$ cat config.mk
export PLATFORM = sky130hd
export DESIGN_NAME = ntt_coeff_unloader
export DESIGN_NICKNAME = d
export VERILOG_FILES = /design/src/rtl/ntt_coeff_unloader.sv
export SDC_FILE = /design/constraint.sdc
export NUM_CORES = 1
export LEC_CHECK = 0
export ABC_AREA = 0
export CAP_MARGIN = 20
export CORE_ASPECT_RATIO = 0.75
export CORE_UTILIZATION = 58
export DETAILED_ROUTE_END_ITERATION = 16
export PLACE_DENSITY = 0.86
export REMOVE_ABC_BUFFERS = 1
export SLEW_MARGIN = 20
export SYNTH_ARGS = -nofsm -noshare
export SYNTH_HDL_FRONTEND = slang
export SYNTH_SLANG_ARGS = --single-unit
$ cat constraint.sdc
create_clock -name clk -period 9.25 [get_ports clk]
set_clock_uncertainty 0.1 [all_clocks]
set_input_delay 1.3875 -clock clk [delete_from_list [all_inputs] [get_ports clk]]
set_output_delay 1.3875 -clock clk [all_outputs]
set_load 0.01 [all_outputs]
$ cat src/rtl/ntt_coeff_unloader.sv
// Streams N coefficients out of the polynomial SRAM on a valid/ready port, optionally
// re-centring each one from [0,Q) to signed form. Owns the SRAM port only while busy.
module ntt_coeff_unloader #(
  parameter int unsigned N      = 256,
  parameter int unsigned ADDR_W = 8,
  parameter int unsigned DATA_W = 24,
  parameter int unsigned Q      = 8380417,
  parameter bit          CENTER = 1'b1
) (
  input  logic              clk,
  input  logic              rst_n,
  input  logic              start_unload,
  input  logic [ADDR_W-1:0] base_addr,
  output logic              busy,
  output logic              done_unload,
  output logic [ADDR_W-1:0] mem_A,
  output logic              mem_CEB,
  output logic              mem_WEB,
  input  logic [DATA_W-1:0] mem_Q,
  output logic [DATA_W-1:0] dout_data,
  output logic              dout_valid,
  input  logic              dout_ready,
  output logic              dout_last
);

  localparam int unsigned CntW = $clog2(N + 1);
  localparam logic [DATA_W-1:0] QVal = DATA_W'(Q);
  localparam logic [DATA_W-1:0] Half = DATA_W'((Q - 1) / 2);

  typedef enum logic [1:0] {StIdle, StRead, StDrain} state_e;

  state_e            state_q;
  logic [ADDR_W-1:0] base_q;
  logic [CntW-1:0]   rd_cnt_q;
  logic [CntW-1:0]   wr_cnt_q;
  logic              inflight_q;
  logic              done_q;
  logic [1:0]        fifo_cnt_q;
  logic [DATA_W-1:0] fifo_head_q;
  logic [DATA_W-1:0] fifo_tail_q;

  logic              pop;
  logic              issue;
  logic [2:0]        occupancy;
  logic [DATA_W-1:0] push_val;

  assign dout_valid  = (fifo_cnt_q != 2'd0);
  assign dout_data   = fifo_head_q;
  assign dout_last   = dout_valid && (wr_cnt_q == CntW'(N - 1));
  assign busy        = (state_q != StIdle);
  assign done_unload = done_q;
  assign mem_WEB     = 1'b1;

  // Credit counts words buffered plus the one in flight; a same-cycle pop frees a slot.
  assign pop       = dout_valid && dout_ready;
  assign occupancy = {1'b0, fifo_cnt_q} + {2'b00, inflight_q} - {2'b00, pop};
  assign issue     = (state_q == StRead) && (rd_cnt_q < CntW'(N)) && (occupancy < 3'd2);
  assign mem_CEB   = ~issue;
  assign mem_A     = issue ? base_q + ADDR_W'(rd_cnt_q) : '0;

  always_comb begin
    push_val = mem_Q;
    if (CENTER && (mem_Q > Half)) begin
      push_val = mem_Q - QVal;
    end
  end

  always_ff @(posedge clk or negedge rst_n) begin
    if (!rst_n) begin
      state_q     <= StIdle;
      base_q      <= '0;
      rd_cnt_q    <= '0;
      wr_cnt_q    <= '0;
      inflight_q  <= 1'b0;
      done_q      <= 1'b0;
      fifo_cnt_q  <= 2'd0;
      fifo_head_q <= '0;
      fifo_tail_q <= '0;
    end else begin
      done_q     <= 1'b0;
      inflight_q <= issue;
      if (issue) rd_cnt_q <= rd_cnt_q + 1'b1;
      if (pop)   wr_cnt_q <= wr_cnt_q + 1'b1;

      unique case (state_q)
        StIdle: begin
          if (start_unload) begin
            base_q   <= base_addr;
            rd_cnt_q <= '0;
            wr_cnt_q <= '0;
            state_q  <= StRead;
          end
        end
        StRead: begin
          if (issue && (rd_cnt_q == CntW'(N - 1))) state_q <= StDrain;
        end
        StDrain: begin
          if (pop && (wr_cnt_q == CntW'(N - 1))) begin
            done_q  <= 1'b1;
            state_q <= StIdle;
          end
        end
        default: state_q <= StIdle;
      endcase

      // Head only changes on a pop (or fill from empty), keeping data stable under stall.
      case ({inflight_q, pop})
        2'b10: begin
          if (fifo_cnt_q == 2'd0) fifo_head_q <= push_val;
          else                    fifo_tail_q <= push_val;
          fifo_cnt_q <= fifo_cnt_q + 2'd1;
        end
        2'b01: begin
          fifo_head_q <= fifo_tail_q;
          fifo_cnt_q  <= fifo_cnt_q - 2'd1;
        end
        2'b11: begin
          if (fifo_cnt_q == 2'd1) begin
            fifo_head_q <= push_val;
          end else begin
            fifo_head_q <= fifo_tail_q;
            fifo_tail_q <= push_val;
          end
        end
        default: ;
      endcase
    end
  end

endmodule
==> out/results.tsv <==
metric	value	unit
wl_per_cell	16.44	um
yosys_warnings	0	
grt_pass1_wl	17.85	mm
cts_root_buf	clkbuf_8	
drcViolationCount	0	
synthDominantCellAreaShare	45.07	%
fin_ws	2.917	ns
fin_crit_sh	68.47	%
dieArea	0.008016	mm2
hold_slack	0.3936	ns
grt_pass1_vias	3678	
nFillCells	558	
avgSynthCellArea	9.371	um2
boundaryPins	74	
cts_resized	0	
worstPathCellList	clkdlybuf4s50_1, nand2_1, inv_1, nor2_1, o21ai_0, fa_1, nor4bb_1, nand2_1, nor2_1, clkdlybuf4s50_1	
arrival	4.85	ns
grt_max_degree	81	
coreArea	0.007365	mm2
place.gp.congestion	0.8414	
synth_edf_count	0	
worstHoldPathCells	2	
yosysUniqueCellTypes	55	
grtUsageMet1	41.40	%
use_met2	43.33	%
timing.rr.start	fifo_cnt_q[0]	
post-dp-hpwl	7.348	mm
grt_use_met3	6.577	%
p_total	1.691	mW
tightest_slew	0.8756	ns
start_util	60.31	%
maxCapViolations	0	
synthFlopType	dfrtp_1	
cp_max_fo	16	
io_buffers	72	
post_dp_cell_area	0.005218	mm2
required	7.76	ns
fin_area	0.005433	mm2
layout_min_cycle_time	6.333	ns
fmax	157.9	MHz
syn2layout_area_growth	22.31	%
setup_tns	0	ns
place_ws	3.085	ns
cts_tree	done	
drt_first_pass_iters	5	
crit_path_end	mem_A[3]	
synthCells	474	
synthTopCellsByArea	dfrtp_1 45%, a21oi_1 6.2%, nor2_1 5.9%	
r2r_end	rd_cnt_q[6]	
cp-end-kind	output port	
slew_headroom	41.63	%
worstSkewPairLatency	0.36	ns
h-tree-depth	3	
fin_nets	594	
fin_util	73.77	%
drv_slew	0	
ir_drop	0.2243	mV
status	complete, no violations	
worstHoldPathType	flop to flop	
clock_sinks	80	
finalSetupViolations	0	
die_w	103.1	um
netlist_area	0.004442	mm2
startpoint	dout_ready	
drt_iter0_drc	224	
worstSetupPathType	input port to output port	
cts.clk_slew.worst_paths	0.09	ns
r2r_cells	15	
mostFrequentLayoutCell	dfrtp_1	
routed_wl	10.62	mm
grtUsageTotal	29.03	%
overflow	0	
vias_per_cell	5.793	
cpPeakStageDelay	0.57	ns
placedCellCount	629	
antenna_cells	0	
critPathSlowestCell	clkdlybuf4s50_1	
postCtsSetupBuffers	0	
hold_buffers	0	
yosysSeqAreaShare	45.07	%
async_flop_share	100.0	%
antenna_found_initial	0	
power_density	311.3	mW/mm2
p_leak	2.291	nW
die_h	77.79	um
drive_above_1_share	9.358	%
ant_nets	0	
rsz0062_at_grt	false	
finalHoldViolations	0	
synth_seq_cells	80	
row_count	27	
start_kind	input port	
cts_buffer_depth	2	
busiest_layer	met2	
yosys.area.top_type	dfrtp_1	
layout_common_cells	80 x dfrtp_1, 71 x clkdlybuf4s50_1, 70 x nor2_1, 54 x a21oi_1, 27 x nand2_1	
final_cells	646	
numCtsBuffers	9	
num_vias	3742	
r2r_setup_slack	5.13	ns
sequential cells by signal (all words and copies together) (netlist names):
register,count
base_q,8
fifo_cnt_q,2
state_q,2
done_unload,1
inflight_q,1
wr_cnt_q,9
rd_cnt_q,9
fifo_tail_q,24
dout_data,24
worst min-delay path by stage:
stage	to	slack, ns	start
after floorplan	done_unload	0.34	state_q[0]
after global placement	dout_data[20]	0.36	dout_data[20]
after detailed placement	dout_data[4]	0.37	dout_data[4]
after CTS	dout_data[20]	0.40	dout_data[20]
after global routing	done_unload	0.42	state_q[0]
final	dout_data[20]	0.39	dout_data[20]
synth_stat cells, types with 3 or more instances:
cell	count
dfrtp_1	80
nor2_1	70
a21oi_1	55
nand2_1	27
xnor2_1	22
xor2_1	18
clkbuf_1	17
mux2_2	17
ha_1	16
inv_1	16
o21ai_0	16
and3_1	12
nand3_1	9
nor3_1	9
nand4_1	8
o22ai_1	8
o31ai_1	7
a31oi_1	6
or2_2	5
nor4_1	4
or3_1	4
nand3b_1	3
o21ai_1	3
cell type report:
class | count | area (um2) | area share [%]
multi-input cells | 356 | 2281 | 41.99
clock buffers | 10 | 127.6 | 2.349
repair buffers | 77 | 775.7 | 14.28
flip-flops and latches | 80 | 2002 | 36.85
well taps | 101 | 126.4 | 2.326
clock inverters | 6 | 60.06 | 1.105
inverters | 16 | 60.06 | 1.105
kinds of logic (layout without fill, tap and decap cells):
logic type | Yosys count | in the layout | share of synthesized area, %
buffers and inverters | 38 | 109 | 3.662
XOR/XNOR | 40 | 40 | 7.887
AO/OA/AOI/OAI | 116 | 116 | 15.69
other | 1 | 1 | 0.08443
flip-flops | 80 | 80 | 45.07
adder cells (fa/ha/maj) | 19 | 19 | 5.662
AND/OR/NAND/NOR | 162 | 162 | 17.41
multiplexers | 18 | 18 | 4.535
power breakdown:
| group | leakage [nW] | internal, mW | switching, mW |
|---|---|---|---|
| logic | 1.25 | 0.390 | 0.443 |
| clock network | 0.0920 | 0.123 | 0.132 |
| registers | 0.954 | 0.495 | 0.108 |
layer usage:
layer	vias up	wire length, um
met5	-	0
met4	0	223
met3	25	656
met2	127	4907
met1	1786	4832
li1	1804	-
worst max-delay path, delay by kind of cell:
kind	cells	cell delay [ns]
buffers and inverters	3	1.27
AO/OA/AOI/OAI	1	0.13
adder cells (fa/ha/maj)	1	0.54
AND/OR/NAND/NOR	5	1.52
Note: power is estimated with default switching activity, not from simulation.
